File: config.mk
export PLATFORM = sky130hd
export DESIGN_NAME = ac97_rx_deframer
export DESIGN_NICKNAME = d
export VERILOG_FILES = /design/src/rtl/ac97_rx_deframer.sv
export SDC_FILE = /design/constraint.sdc
export NUM_CORES = 1
export LEC_CHECK = 0
export CELL_PAD_IN_SITES_DETAIL_PLACEMENT = 0
export CELL_PAD_IN_SITES_GLOBAL_PLACEMENT = 1
export CORE_MARGIN = 2
export CORE_UTILIZATION = 38
export DETAILED_ROUTE_END_ITERATION = 7
export GPL_ROUTABILITY_DRIVEN = 0
export PLACE_DENSITY = 0.78
export REMOVE_ABC_BUFFERS = 1
export SLEW_MARGIN = 40
export SYNTH_ARGS = -nofsm -noshare
export SYNTH_HDL_FRONTEND = slang
export SYNTH_SLANG_ARGS = --single-unit
File: constraint.sdc
create_clock -name ac97_bitclk -period 2.4 [get_ports ac97_bitclk]
set_input_delay 0.48 -clock ac97_bitclk [delete_from_list [all_inputs] [get_ports ac97_bitclk]]
set_output_delay 0.48 -clock ac97_bitclk [all_outputs]
set_load 0.05 [all_outputs]
File: src/rtl/ac97_rx_deframer.sv
// AC-link receive deframer: locks to SYNC, extracts tag, status and PCM slots.
// Define AC97_RX_PCM_EN to capture slot3/slot4 onto rx_pcm_left/rx_pcm_right.
module ac97_rx_deframer #(
    parameter int LOCK_FRAMES = 2
) (
    input  logic        ac97_bitclk,
    input  logic        ac97_rst,
    input  logic        ac97_sync,
    input  logic        ac97_sdata_in,
    output logic        rx_strobe,
    output logic [15:0] rx_tag,
    output logic [6:0]  rx_status_addr,
    output logic [15:0] rx_status_data,
    output logic        rx_status_new,
    output logic [19:0] rx_pcm_left,
    output logic [19:0] rx_pcm_right,
    output logic        rx_locked,
    output logic        rx_sync_err
);

    typedef enum logic [1:0] {
        HUNT,
        ALIGN,
        LOCKED
    } state_t;

    localparam logic [3:0] LOCK_N = 4'(LOCK_FRAMES);

    state_t      state_q;
    state_t      state_d;
    logic        sync_q;
    logic        sync_edge;
    logic [7:0]  cnt_q;
    logic [7:0]  cnt_d;
    logic [3:0]  good_q;
    logic [3:0]  good_d;
    logic [3:0]  good_inc;
    logic        deliver;
    logic        err_d;
    logic        capture;
    logic        status_ok;

    logic [15:0] tag_sh;
    logic [6:0]  addr_sh;
    logic [15:0] data_sh;

    assign sync_edge = ac97_sync & ~sync_q;
    assign good_inc  = (good_q == 4'hF) ? good_q : good_q + 4'd1;
    assign status_ok = &tag_sh[15:13];
    assign rx_locked = (state_q == LOCKED);

    // Previous-cycle SYNC sample for edge detection
    always_ff @(posedge ac97_bitclk) begin
        if (ac97_rst) begin
            sync_q <= 1'b0;
        end else begin
            sync_q <= ac97_sync;
        end
    end

    // Frame tracker state, bit counter and good-frame counter
    always_ff @(posedge ac97_bitclk) begin
        if (ac97_rst) begin
            state_q <= HUNT;
            cnt_q   <= 8'd0;
            good_q  <= 4'd0;
        end else begin
            state_q <= state_d;
            cnt_q   <= cnt_d;
            good_q  <= good_d;
        end
    end

    // Next-state: judge each edge against the bit counter
    always_comb begin
        state_d = state_q;
        cnt_d   = cnt_q;
        good_d  = good_q;
        deliver = 1'b0;
        err_d   = 1'b0;
        capture = 1'b0;
        unique case (state_q)
            HUNT: begin
                cnt_d = 8'd0;
                if (sync_edge) begin
                    state_d = ALIGN;
                    good_d  = 4'd0;
                end
            end
            ALIGN, LOCKED: begin
                capture = 1'b1;
                if (sync_edge) begin
                    cnt_d = 8'd0;
                    if (cnt_q == 8'd255) begin
                        good_d = good_inc;
                        if (good_inc >= LOCK_N) begin
                            state_d = LOCKED;
                            deliver = 1'b1;
                        end
                    end else begin
                        err_d   = 1'b1;
                        good_d  = 4'd0;
                        state_d = ALIGN;
                    end
                end else if (cnt_q == 8'd255) begin
                    err_d   = 1'b1;
                    state_d = HUNT;
                    cnt_d   = 8'd0;
                end else begin
                    cnt_d = cnt_q + 8'd1;
                end
            end
            default: begin
                state_d = HUNT;
                cnt_d   = 8'd0;
            end
        endcase
    end

    // Shift in only the slot bits that reach an output
    always_ff @(posedge ac97_bitclk) begin
        if (ac97_rst) begin
            tag_sh  <= '0;
            addr_sh <= '0;
            data_sh <= '0;
        end else if (capture) begin
            if (cnt_q < 8'd16) begin
                tag_sh <= {tag_sh[14:0], ac97_sdata_in};
            end
            if (cnt_q >= 8'd17 && cnt_q <= 8'd23) begin
                addr_sh <= {addr_sh[5:0], ac97_sdata_in};
            end
            if (cnt_q >= 8'd36 && cnt_q <= 8'd51) begin
                data_sh <= {data_sh[14:0], ac97_sdata_in};
            end
        end
    end

    // Registered frame outputs and one-cycle pulses
    always_ff @(posedge ac97_bitclk) begin
        if (ac97_rst) begin
            rx_strobe      <= 1'b0;
            rx_sync_err    <= 1'b0;
            rx_status_new  <= 1'b0;
            rx_tag         <= '0;
            rx_status_addr <= '0;
            rx_status_data <= '0;
        end else begin
            rx_strobe     <= deliver;
            rx_sync_err   <= err_d;
            rx_status_new <= deliver & status_ok;
            if (deliver) begin
                rx_tag <= tag_sh;
                if (status_ok) begin
                    rx_status_addr <= addr_sh;
                    rx_status_data <= data_sh;
                end
            end
        end
    end

`ifdef AC97_RX_PCM_EN
    logic [19:0] left_sh;
    logic [19:0] right_sh;

    // Slot3/slot4 capture and presentation
    always_ff @(posedge ac97_bitclk) begin
        if (ac97_rst) begin
            left_sh      <= '0;
            right_sh     <= '0;
            rx_pcm_left  <= '0;
            rx_pcm_right <= '0;
        end else begin
            if (capture && cnt_q >= 8'd56 && cnt_q <= 8'd75) begin
                left_sh <= {left_sh[18:0], ac97_sdata_in};
            end
            if (capture && cnt_q >= 8'd76 && cnt_q <= 8'd95) begin
                right_sh <= {right_sh[18:0], ac97_sdata_in};
            end
            if (deliver) begin
                rx_pcm_left  <= left_sh;
                rx_pcm_right <= right_sh;
            end
        end
    end
`else
    assign rx_pcm_left  = '0;
    assign rx_pcm_right = '0;
`endif

endmodule

==> flow_summary.json, run 1 <==
{
  "status": "completed",
  "final_util_pct": 44.7,
  "reg2reg_from": "cnt_q[0]$_SDFF_PP0_",
  "synthCells": 449,
  "cp.required_ps": 1920,
  "drtPass1Iterations": 4,
  "min_path_type": "reg -> reg",
  "syn_area_per_cell_um2": 9.27,
  "drtIter0Drc": 76,
  "yosys-top-cells-area": "dfxtp_1 46%, mux2i_1 9.4%, nand2_1 7.6%, buf_4 7.2%, nor2_1 4.7%",
  "cp_slowest_cell": "clkdlybuf4s50_1",
  "async_reset_ff_share_pct": 0,
  "ios": 87,
  "crit_chain": "inv_1 > ha_1 > clkdlybuf4s50_1",
  "rr_worst_depth": 7,
  "synth_cell_types": 48,
  "clock_latency_ps": 360,
  "ys.flop_type": "dfxtp_1",
  "coreArea_um2": 10700,
  "p_sw_mw": 0.849,
  "p_seq_share_pct": 52.1,
  "cts_resized": 0,
  "area_growth_pct": 15.5,
  "tritoncts.num_buffers": 9,
  "skew_ps": 14.7,
  "clkPwrFrac_pct": 37.6,
  "fin_crit_ps": 2200,
  "cp_num_cells": 3,
  "row_count": 38,
  "p_int_mw": 2.25,
  "startpoint_type": "flop",
  "cellPowerDensity_nw_per_um2": 644,
  "worstHoldStart": "rx_status_addr[5]$_SDFFE_PP0P_",
  "relSlewSlack_pct": 54.6,
  "rsz0062_at_grt": "false",
  "ys_seq_area_share_pct": 46.2,
  "antenna_found_initial": 0,
  "path_max_fanout": 3,
  "grt_pass1_wl_um": 12500,
  "finalSetupViolations": 0,
  "overflow": 0,
  "final_common_cell": "dfxtp_1",
  "finalCritPeriodShare_pct": 91.5,
  "cts_hold_buf": 0,
  "vias": 2867,
  "yosysTopAreaCell": "dfxtp_1",
  "critPathArrivalTime_ps": 1720,
  "grt_pass1_vias": 2715,
  "worst_pin_slew_ps": 680,
  "synth_edf_count": 0,
  "cts_buffer_depth": 2,
  "grtUsageTotal_pct": 13.3,
  "ys_ff_latch": 96,
  "end_kind": "output pin",
  "ir_worst_vdd_v": 0.000243,
  "finalHoldViolations": 0,
  "cts_sinks": 96,
  "drc": 0,
  "fp.dieW_um": 109,
  "vias_per_cell": 4.50,
  "start_util_pct": 38.7,
  "yosys_warnings": 0,
  "diodes": 0,
  "htree_levels": 3,
  "synth_top_area_share_pct": 46.2,
  "final_cell_mix": "96 x dfxtp_1, 84 x nand2_1, 52 x nor2_1, 45 x clkdlybuf4s50_1, 40 x conb_1",
  "crit_buf_inv": 2,
  "critical_path.max_stage_delay_ps": 790,
  "dp_hpwl_um": 5150,
  "swShare_pct": 27.4,
  "portBuffers": 46,
  "die_area_um2": 11800,
  "wl_um": 7520,
  "cts_root_buf": "clkbuf_8",
  "fin_area_um2": 4810,
  "pwr-share-comb_pct": 10.3,
  "fin_nets": 507,
  "critPathKind": "reg -> out",
  "cts_tree": "built",
  "worstHoldPathCells": 2,
  "ant_nets": 0,
  "crit_family": "buffers and inverters",
  "p_leak_nw": 1.79,
  "hold-worst-slack_ps": 461,
  "wire_per_inst_um": 11.8,
  "drive_gt1_share_pct": 11.7,
  "grt_max_degree": 42,
  "setup-tns-final_ps": 0,
  "syn-cell-area_um2": 4160,
  "fill_cells": 1062,
  "post_cts_buffers": 0,
  "place_area_um2": 4590,
  "die_y_um": 109,
  "fmax_mhz": 455,
  "cp-startpoint": "state_q[0]$_SDFFE_PP0P_",
  "max_cap_viol_count": 0,
  "path_clk_slew_ps": 90,
  "finalMaxSlewViolations": 0
}
-- layer usage --
metal,vias up,GRT usage (%),wire [um]
li1,1486,-,-
met1,1314,17.9,3760
met2,58,20.6,3370
met3,9,3.35,298
met4,0,5.22,99
met5,-,0,0
-- worst min-delay path: cells and delay by family, from the launching register on --
family | cells | cell delay, ps
AOI/OAI and AO/OA | 1 | 50
DFF | 1 | 320
and+or+nand+nor | 1 | 50
-- flip-flops by register name (all words and copies together) (netlist names) --
signal          count
data_sh            16
rx_status_data     16
rx_tag             16
tag_sh             16
cnt_q               8
addr_sh             7
rx_status_addr      7
good_q              4
state_q             2
rx_status_new       1
rx_strobe           1
rx_sync_err         1
sync_q              1
-- Yosys cell counts (3+ instances only) --
master    instances
mux2i_1          39
and3_1            3
inv_1             5
nand3b_1          3
nand4_1           3
nand2_1          84
nand3_1           5
buf_4            40
xor2_1            5
a21oi_2          20
ha_1             10
clkbuf_1         12
dfxtp_1          96
nor2_1           52
buf_2             4
buf_6             3
nor3_1            3
a21oi_1          26
-- power by group through the flow --
stage | Clock [mW] | Combinational [mW] | Sequential [mW]
after floorplan | 0 | 0.237 | 1.65
after global placement | 0 | 0.315 | 1.65
after detailed placement | 0 | 0.319 | 1.65
after CTS | 1.19 | 0.320 | 1.61
after global routing | 1.25 | 0.345 | 1.61
final | 1.16 | 0.318 | 1.61
-- cell type report --
| type | instances | area (um^2) | share of cell area, % |
|---|---|---|---|
| Inverter | 6 | 22.5 | 0.469 |
| Sequential cell | 96 | 1920 | 40.0 |
| Tap cell | 140 | 175 | 3.64 |
| Multi-Input combinational cell | 324 | 1920 | 40.0 |
| Clock inverter | 6 | 93.8 | 1.95 |
| Timing Repair Buffer | 56 | 549 | 11.4 |
| Clock buffer | 9 | 124 | 2.58 |
-- path summary, 6_finish.rpt --
check / endpoint / slack (ps)
max: rx_locked / 200
min: rx_status_addr[5]$_SDFFE_PP0P_ / 460
max reg2reg: state_q[0]$_SDFFE_PP0P_ / 360
min reg2reg: rx_status_addr[5]$_SDFFE_PP0P_ / 460
-- per-stage QoR --
stage	std cells	setup WS (ps)	total power, mW
floorplan	426	342	1.89
global placement	620	74.0	1.96
detailed placement	622	45.9	1.97
CTS	637	180	3.12
global route	637	166	3.21
finish	637	204	3.09
-- kinds of logic after synthesis --
group	synth area share [%]
compound gates	10.9
xor+xnor	1.47
fa+ha+maj	3.01
buf+inv	11.2
flops	46.2
mux	9.38
other cells	0.0901
simple gates	17.8
(Power assumes the default switching activity.)
==> run 2, diff against run 1 <==
--- a/config.mk
+++ b/config.mk
@@ -13,6 +13,7 @@
 export GPL_ROUTABILITY_DRIVEN = 0
 export PLACE_DENSITY = 0.78
 export REMOVE_ABC_BUFFERS = 1
+export SETUP_SLACK_MARGIN = 0.02
 export SLEW_MARGIN = 40
 export SYNTH_ARGS = -nofsm -noshare
 export SYNTH_HDL_FRONTEND = slang
==> results of run 2 <==
Same layout as run 1: the final DEF is identical, and so are final timing and power.
==> run 3, diff against run 2 <==
--- a/config.mk
+++ b/config.mk
@@ -11,8 +11,8 @@
 export CORE_UTILIZATION = 38
 export DETAILED_ROUTE_END_ITERATION = 7
 export GPL_ROUTABILITY_DRIVEN = 0
+export HOLD_SLACK_MARGIN = 0.1
 export PLACE_DENSITY = 0.78
-export REMOVE_ABC_BUFFERS = 1
 export SETUP_SLACK_MARGIN = 0.02
 export SLEW_MARGIN = 40
 export SYNTH_ARGS = -nofsm -noshare
==> flow_summary.json, run 3 (synthesis gave the netlist of run 1 again) <==
{
  "status": "completed",
  "start_util_pct": 38.7,
  "fin_ws_ps": 199,
  "grtUsageTotal_pct": 13.5,
  "finalMaxSlewViolations": 0,
  "die_area_um2": 11800,
  "fill_cells": 1062,
  "p_leak_nw": 1.78,
  "min_path_type": "reg -> reg",
  "fin_nets": 504,
  "vias": 2871,
  "power_mw": 3.11,
  "path_clk_slew_ps": 90,
  "fin_area_um2": 4800,
  "vias_per_cell": 4.52,
  "dp_hpwl_um": 5060,
  "worstHoldPathCells": 2,
  "rr_worst_depth": 8,
  "overflow": 0,
  "wire_per_inst_um": 11.7,
  "place_area_um2": 4580,
  "max_cap_viol_count": 0,
  "post_cts_buffers": 0,
  "ir_worst_vdd_v": 0.000242,
  "pre_cts_ws_ps": -75.3,
  "drc": 0,
  "cts_buffer_depth": 2,
  "ios": 87,
  "drtIter0Drc": 96,
  "wl_um": 7460,
  "skew_ps": 13.0,
  "drive_gt1_share_pct": 11.3,
  "fmax_mhz": 454,
  "antenna_found_initial": 0,
  "cellPowerDensity_nw_per_um2": 647,
  "clock_latency_ps": 360,
  "grt_pass1_wl_um": 12700,
  "htree_levels": 3,
  "cp.required_ps": 1920,
  "fp.dieW_um": 109,
  "final_cell_mix": "96 x dfxtp_1, 84 x nand2_1, 52 x nor2_1, 45 x clkdlybuf4s50_1, 40 x conb_1",
  "finalHoldViolations": 0,
  "row_count": 38,
  "critPathArrivalTime_ps": 1720,
  "drtPass1Iterations": 4,
  "portBuffers": 46,
  "startpoint_type": "flop",
  "cts_resized": 0,
  "worst_pin_slew_ps": 678,
  "finalSetupViolations": 0,
  "cts_root_buf": "clkbuf_8",
  "grt_max_degree": 57,
  "coreArea_um2": 10700,
  "fin_crit_ps": 2200,
  "path_max_fanout": 3,
  "area_growth_pct": 15.4,
  "grt_pass1_vias": 2694,
  "critPathKind": "reg -> out",
  "cts_hold_buf": 0,
  "end_kind": "output pin",
  "final_common_cell": "dfxtp_1",
  "rsz0062_at_grt": "false",
  "die_y_um": 109,
  "tritoncts.num_buffers": 9,
  "cts_tree": "built",
  "cts_sinks": 96,
  "diodes": 0,
  "ant_nets": 0,
  "finalCritPeriodShare_pct": 91.7,
  "relSlewSlack_pct": 54.7
}
run 3: cell types whose count changed in the layout (fill, tap and decap cells not counted), sizes merged:
| cell | before | now |
|---|---|---|
| clkbuf | 9 | 10 |
| buf | 11 | 8 |
| clkinv | 3 | 2 |
| clkinvlp | 0 | 1 |
run 3: through the flow:
step                hold WS [ps]  instances  TNS, ps  util, %
finish                       462        635        0     44.7
global route                 482        635        0     44.7
global placement             446        618     -276     42.5
detailed placement           449        619     -911     42.6
CTS                          465        635        0     44.7
floorplan                    436        488        0        -
run 3: per-layer routing:
metal,global-route usage (%),up-vias,routed length [um]
met5,0,-,0
met4,5.86,0,110
met3,2.81,9,289
met2,20.1,66,3320
met1,18.7,1311,3740
li1,-,1485,-
run 3: worst max-delay path: stages (launching register included):
cell and delay, ps:
dfxtp_1 320, inv_1 110, ha_1 150, clkdlybuf4s50_1 790
run 3: worst paths after layout:
check | startpoint | to | slack, ps
worst max-delay path | state_q[0]$_SDFFE_PP0P_ | rx_locked | 200
worst min-delay path | rx_status_data[6]$_SDFFE_PP0P_ | rx_status_data[6]$_SDFFE_PP0P_ | 460
worst max register to register | cnt_q[0]$_SDFF_PP0_ | rx_status_addr[0]$_SDFFE_PP0P_ | 300
worst min register to register | rx_status_data[6]$_SDFFE_PP0P_ | rx_status_data[6]$_SDFFE_PP0P_ | 460
run 3: area by class of cell:
| cell class | instances | area [um^2] | area share (%) |
|---|---|---|---|
| flip-flops and latches | 96 | 1920 | 40.0 |
| multi-input cells | 324 | 1920 | 40.0 |
| inverters | 6 | 22.5 | 0.469 |
| repair buffers | 53 | 536 | 11.1 |
| clock buffers | 10 | 138 | 2.87 |
| clock inverters | 6 | 90.1 | 1.88 |
| well taps | 140 | 175 | 3.65 |
run 3: where the power goes:
part	leakage, nW	switching, mW	internal [mW]
sequential	0.774	0.00898	1.60
combinational	0.890	0.268	0.0516
clock	0.113	0.556	0.619
